### src/rtl/gn_mdl_axis_pkg.sv
// Shared types and helpers for the AXI4-Stream master/slave models.
// The FSM state type is exported so benches and checkers can watch the master's phase.
package gn_mdl_axis_pkg;

  typedef enum logic [1:0] {
    ST_IDLE = 2'd0,
    ST_RUN  = 2'd1,
    ST_FIN  = 2'd2
  } axis_mst_st_t;

  localparam int unsigned LP_PCT_RANGE = 100;

  // xorshift32 step: cheap pseudo-random source standing in for $urandom in hardware
  function automatic logic [31:0] rng_next(input logic [31:0] s);
    logic [31:0] x;
    x = s ^ (s << 13);
    x = x ^ (x >> 17);
    x = x ^ (x << 5);
    return x;
  endfunction

endpackage

### src/rtl/gn_mdl_rand_hold_gen.sv
// Random hold-period permit generator: a gap counter reloads with a random period in
// [P_MIN, P_MAX] at zero, and at each reload the permit is redrawn with P_PCT % chance.
module gn_mdl_rand_hold_gen
  import gn_mdl_axis_pkg::*;
#(
  parameter int unsigned P_MIN  = 1,
  parameter int unsigned P_MAX  = 8,
  parameter int unsigned P_PCT  = 100,
  parameter logic [31:0] P_SEED = 32'h1d87_2b41
) (
  input  logic clk,
  input  logic reset,
  output logic permit
);

  localparam int unsigned LP_GW   = $clog2(P_MAX + 1);
  localparam int unsigned LP_SPAN = P_MAX - P_MIN + 1;

  logic [31:0]      rng_q;
  logic [LP_GW-1:0] gap_q;
  logic             permit_q;
  logic [31:0]      reload_w;
  logic             grant_w;

  // Low half of the random word picks the period, high half picks the permit draw.
  assign reload_w = P_MIN + (32'(rng_q[15:0]) % LP_SPAN);
  assign grant_w  = (32'(rng_q[31:16]) % LP_PCT_RANGE) < P_PCT;

  always_ff @(posedge clk) begin
    if (reset) begin
      rng_q    <= P_SEED;
      gap_q    <= '0;
      permit_q <= 1'b0;
    end else begin
      rng_q <= rng_next(rng_q);
      if (gap_q == '0) begin
        gap_q    <= reload_w[LP_GW-1:0];
        permit_q <= grant_w;
      end else begin
        gap_q <= gap_q - 1'b1;
      end
    end
  end

  assign permit = permit_q;

endmodule

### src/rtl/gn_mdl_axis_mst.sv
// AXI4-Stream master model: on start, emits num_words incrementing beats from start_data,
// with tvalid throttled by a random hold-period permit. busy/done let a sequence chain bursts.
module gn_mdl_axis_mst
  import gn_mdl_axis_pkg::*;
#(
  parameter int unsigned P_DWIDTH          = 32,
  parameter int unsigned P_MAX_WORDS       = 256,
  parameter int unsigned P_TVLD_MIN_CYC    = 1,
  parameter int unsigned P_TVLD_MAX_CYC    = 8,
  parameter int unsigned P_TVLD_ASSERT_PCT = 100,
  localparam int unsigned LP_CW            = $clog2(P_MAX_WORDS + 1)
) (
  input  logic                clk,
  input  logic                reset,
  input  logic                start,
  input  logic [LP_CW-1:0]    num_words,
  input  logic [P_DWIDTH-1:0] start_data,
  output logic                busy,
  output logic                done,
  output logic [P_DWIDTH-1:0] tx_axis_tdata,
  output logic                tx_axis_tvalid,
  input  logic                tx_axis_tready,
  output axis_mst_st_t        dbg_state
);

  // Handshake: a beat transfers on a rising clk edge where tvalid & tready are both 1.
  // tvalid is a register; once raised it holds with tdata until that transfer happens.

  axis_mst_st_t        state_q, state_n;
  logic [LP_CW-1:0]    rem_q, rem_n;
  logic [P_DWIDTH-1:0] data_q, data_n;
  logic                tvalid_q, tvalid_n;
  logic                busy_q, busy_n;
  logic                done_q, done_n;
  logic                permit;
  logic [LP_CW-1:0]    num_clamped;

  gn_mdl_rand_hold_gen #(
    .P_MIN (P_TVLD_MIN_CYC),
    .P_MAX (P_TVLD_MAX_CYC),
    .P_PCT (P_TVLD_ASSERT_PCT)
  ) u_hold (
    .clk    (clk),
    .reset  (reset),
    .permit (permit)
  );

  assign num_clamped = (num_words > LP_CW'(P_MAX_WORDS)) ? LP_CW'(P_MAX_WORDS) : num_words;

  always_comb begin
    state_n  = state_q;
    rem_n    = rem_q;
    data_n   = data_q;
    tvalid_n = tvalid_q;
    busy_n   = busy_q;
    done_n   = 1'b0;
    unique case (state_q)
      ST_IDLE: begin
        if (start) begin
          if (num_words == '0) begin
            state_n = ST_FIN;
            done_n  = 1'b1;
          end else begin
            state_n = ST_RUN;
            rem_n   = num_clamped;
            data_n  = start_data;
            busy_n  = 1'b1;
          end
        end
      end
      ST_RUN: begin
        if (tvalid_q && tx_axis_tready) begin
          data_n = data_q + P_DWIDTH'(1);
          rem_n  = rem_q - 1'b1;
          if (rem_q == LP_CW'(1)) begin
            state_n  = ST_FIN;
            tvalid_n = 1'b0;
            busy_n   = 1'b0;
            done_n   = 1'b1;
          end else begin
            tvalid_n = permit;
          end
        end else if (!tvalid_q) begin
          // Only an idle bus may pick up the permit; a pending beat is never withdrawn.
          tvalid_n = permit;
        end
      end
      ST_FIN: begin
        state_n = ST_IDLE;
      end
      default: begin
        state_n  = ST_IDLE;
        tvalid_n = 1'b0;
        busy_n   = 1'b0;
      end
    endcase
  end

  always_ff @(posedge clk) begin
    if (reset) begin
      state_q  <= ST_IDLE;
      rem_q    <= '0;
      data_q   <= '0;
      tvalid_q <= 1'b0;
      busy_q   <= 1'b0;
      done_q   <= 1'b0;
    end else begin
      state_q  <= state_n;
      rem_q    <= rem_n;
      data_q   <= data_n;
      tvalid_q <= tvalid_n;
      busy_q   <= busy_n;
      done_q   <= done_n;
    end
  end

  assign busy           = busy_q;
  assign done           = done_q;
  assign tx_axis_tdata  = data_q;
  assign tx_axis_tvalid = tvalid_q;
  assign dbg_state      = state_q;

endmodule

### config.mk
export PLATFORM = sky130hd
export DESIGN_NAME = gn_mdl_axis_mst
export DESIGN_NICKNAME = d
export VERILOG_FILES = /design/src/rtl/gn_mdl_axis_pkg.sv /design/src/rtl/gn_mdl_rand_hold_gen.sv /design/src/rtl/gn_mdl_axis_mst.sv
export SDC_FILE = /design/constraint.sdc
export NUM_CORES = 1
export LEC_CHECK = 0
export ABC_AREA = 1
export CAP_MARGIN = 10
export CORE_MARGIN = 2
export CORE_UTILIZATION = 55
export DETAILED_ROUTE_END_ITERATION = 16
export PLACE_DENSITY = 0.81
export SLEW_MARGIN = 20
export SYNTH_ARGS = -nofsm -noshare
export SYNTH_HDL_FRONTEND = slang
export SYNTH_HIERARCHICAL = 1
export SYNTH_SLANG_ARGS = --single-unit
### constraint.sdc
create_clock -name clk -period 2.9 [get_ports clk]
set_input_delay 0.87 -clock clk [delete_from_list [all_inputs] [get_ports clk]]
set_output_delay 0.87 -clock clk [all_outputs]
set_load 0.1 [all_outputs]
==> results.yml <==
setup_path:
  cp.required_ns: 3.19
  cpLargestDelayFamily: "buffers and inverters"
  criticalPathCategory: "in2reg"
  slowest_delay_ns: 0.43
  crit_cells: 9
  crit_fanout: 47
  cp_data_arrival_time_ns: 2.59
  end_kind: "flip-flop"
  crit_path_cell_trace: "clkdlybuf4s50_1 > nor2_1 > nand2_1 > nor2_1 > nand3_1 > nand2_2 > buf_4 > o21ai_0 > a21oi_1"
  worstRegToRegCells: 10
  cp_common_cell: "nor2_1"
  critPathLaunchType: "input pin"
  slowest_stage: "clkdlybuf4s50_1"
  crit_buf_inv: 2
placed_design:
  placement.io_buffers: 81
  dp_slack_ns: 0.245
  placed_cell_area_mm2: 0.00605
  dp.cells: 1095
  hpwl_um: 9960
  gp_congestion: 0.892
floorplanning:
  dieWidth_um: 102
  rows: 35
  start_util: 0.569
  dieArea_mm2: 0.0104
  coreArea_mm2: 0.00924
  die_h_um: 102
  ioPinCount: 82
clock_network:
  h-tree-depth: 3
  cts_tree: "yes"
  ctsRootBufferMaster: "clkbuf_8"
  path_clk_slew_ns: 0.09
  clock_latency_ns: 0.36
  holdBufCountCts: 0
  numCtsBuffers: 9
  clock-sinks: 83
  ctsResizeCount: 0
  cts_buffer_depth: 2
  post_cts_buffers: 0
synth:
  avgSynthCellArea_um2: 5.84
  synth-xor-area-share: 0.0167
  yosysTopAreaCellShare: 0.316
  synth_compound_area_frac: 0.126
  yosys_warnings: 6
  synth-seq-cells: 83
  synthMuxAreaShare: 0
  syn_area_mm2: 0.00526
  synth_top_family_by_area: "simple AND/OR/NAND/NOR gates"
  synthAdderAreaFrac: 0.0143
  synth_nets: 951
  synth_cell_type_count: 37
  ys_seq_area_frac: 0.316
  ys_top_cells_by_area: "dfxtp_1 (32%), nand2_1 (23%), nor2_1 (9.9%)"
  synthSimpleGateAreaFrac: 0.431
  synthCells: 900
  yosysTopAreaCell: "dfxtp_1"
layout:
  diodes: 0
  fin_area_mm2: 0.00625
  fin_util: 0.677
  nets: 1028
  fillers: 856
  drive_gt1_frac: 0.0825
  final_cells: 1111
  syn2layout_area_growth_pct: 18.9
detailed_routing:
  drc_errors: 0
  drt_wl_total_um: 13200
  drt-vias-per-instance: 5.00
  wire_per_inst_um: 11.9
  dr_total_vias: 5555
  drtIter0Drc: 278
  ant_nets: 0
  dr.pass1.iters: 5
pwr:
  powerDensity_mw_per_mm2: 787
  ir_drop_uv: 546
  power.leakage_uw: 0.00281
sta:
  report.final.slew_viol_count: 0
  setup_viol: 0
  fin_ws_ns: 0.599
  maxSlewHeadroom: 0.674
  skew_ns: 0.0143
  rsz0062_at_grt: "false"
  worst_pin_slew_ns: 0.489
  layout_min_cycle_time_ns: 2.30
  final_hold_viol_count: 0
  timing.fmax_ghz: 0.435
  period_share: 0.793
  fin_setup_tns_ns: 0
global_route:
  grt_pass1_wl_um: 22200
  grt_pass1_vias: 4851
  grt-ovfl-total: 0
  grt_use_total: 0.265
  antenna_found_initial: 0
  grt_start_max_net_pins: 48
outcome:
  status: "completed"
worst_hold_path:
  worst_hold_path.num_cells: 2
  min_path_type: "reg2reg"
flow_run:
  maxCapViolations: 0
[area by class of cell]
class	count	area [um2]	share of cell area
flip-flops and latches	83	1660	0.266
well taps	129	161	0.0258
multi-input cells	699	3090	0.494
inverters	94	353	0.0564
clock inverters	6	72.6	0.0116
clock buffers	10	128	0.0204
repair buffers	90	786	0.126
[registers in the layout (all words and copies together), names as in the netlist]
signal / cells
u_hold/gap_q: 4
dbg_state: 2
done: 1
tx_axis_tvalid: 1
u_hold/rng_q: 32
rem_q: 9
u_hold/permit: 1
tx_axis_tdata: 32
busy: 1
[cell families after synthesis]
| logic type | Yosys count |
|---|---|
| simple gates | 557 |
| compound gates | 126 |
| buf+inv | 118 |
| flops | 83 |
| xor+xnor | 10 |
| fa+ha+maj | 6 |
[Yosys cell counts]
master / number
ha_1: 6
clkbuf_1: 4
or2_2: 3
a22oi_1: 1
nand3_1: 72
o21ai_0: 60
nor2_1: 139
a21oi_1: 51
nand4_1: 2
o22ai_1: 1
and2_1: 1
nor2_4: 1
dlymetal6s2s_1: 1
buf_4: 7
nor3_1: 1
a211oi_2: 1
nand3b_1: 6
nand2_2: 5
dfxtp_1: 83
nor4_1: 1
nand2_1: 322
a21boi_0: 1
buf_2: 5
xnor2_1: 4
o21ai_2: 1
inv_2: 5
inv_1: 89
buf_6: 3
a31oi_1: 4
o211ai_1: 2
nor2_8: 1
o21ai_1: 2
xor2_1: 6
buf_1: 4
nor2_2: 3
a211oi_1: 1
o21a_1: 1
[worst paths after layout]
| kind | start | endpoint | slack [ns] |
|---|---|---|---|
| hold reg to reg | u_hold/permit$_SDFFE_PP0P_ | u_hold/permit$_SDFFE_PP0P_ | 0.47 |
| setup reg to reg | dbg_state[0]$_SDFFE_PP0P_ | tx_axis_tdata[13]$_SDFFE_PP0P_ | 0.86 |
| setup / recovery | num_words[7] | rem_q[3]$_SDFFE_PP0P_ | 0.60 |
| hold / removal | u_hold/permit$_SDFFE_PP0P_ | u_hold/permit$_SDFFE_PP0P_ | 0.47 |
[cell usage in the layout (no fill, tap or decap), types with 5 or more instances in the layout]
cell type / n
ha_1: 6
o21ai_0: 60
nand3b_1: 6
a21oi_1: 51
clkdlybuf4s50_1: 44
dfxtp_1: 83
nand2_2: 5
xor2_1: 6
nand3_1: 72
buf_4: 46
nand2_1: 322
clkbuf_8: 9
nor2_1: 139
inv_2: 5
inv_1: 89
[worst register-to-register path, delay by kind of cell, from the launching register on]
family | cells | cell delay [ns]
DFF | 1 | 0.43
AOI/OAI and AO/OA | 2 | 0.29
and+or+nand+nor | 4 | 0.58
buffers and inverters | 4 | 0.65
[through the flow]
step                      total power, uW  hold WS, ns
after floorplan                      3560        0.443
after global placement               4040        0.453
after detailed placement             4080        0.457
after CTS                            4950        0.472
after global routing                 5380        0.498
final                                4920        0.470
[power by group]
part,switching (uW),internal (uW),total (uW)
clock,448,408,856
sequential,288,1440,1720
combinational,1580,765,2340
total,2310,2610,4920
[per-layer routing]
layer,vias to the layer above,part of all wire,global-route usage
met5,-,0,0
met4,0,0.015,0.0790
met3,17,0.064,0.0414
met2,144,0.45,0.432
met1,2392,0.48,0.363
li1,3002,-,-
Note: power is estimated with default switching activity, not from simulation.
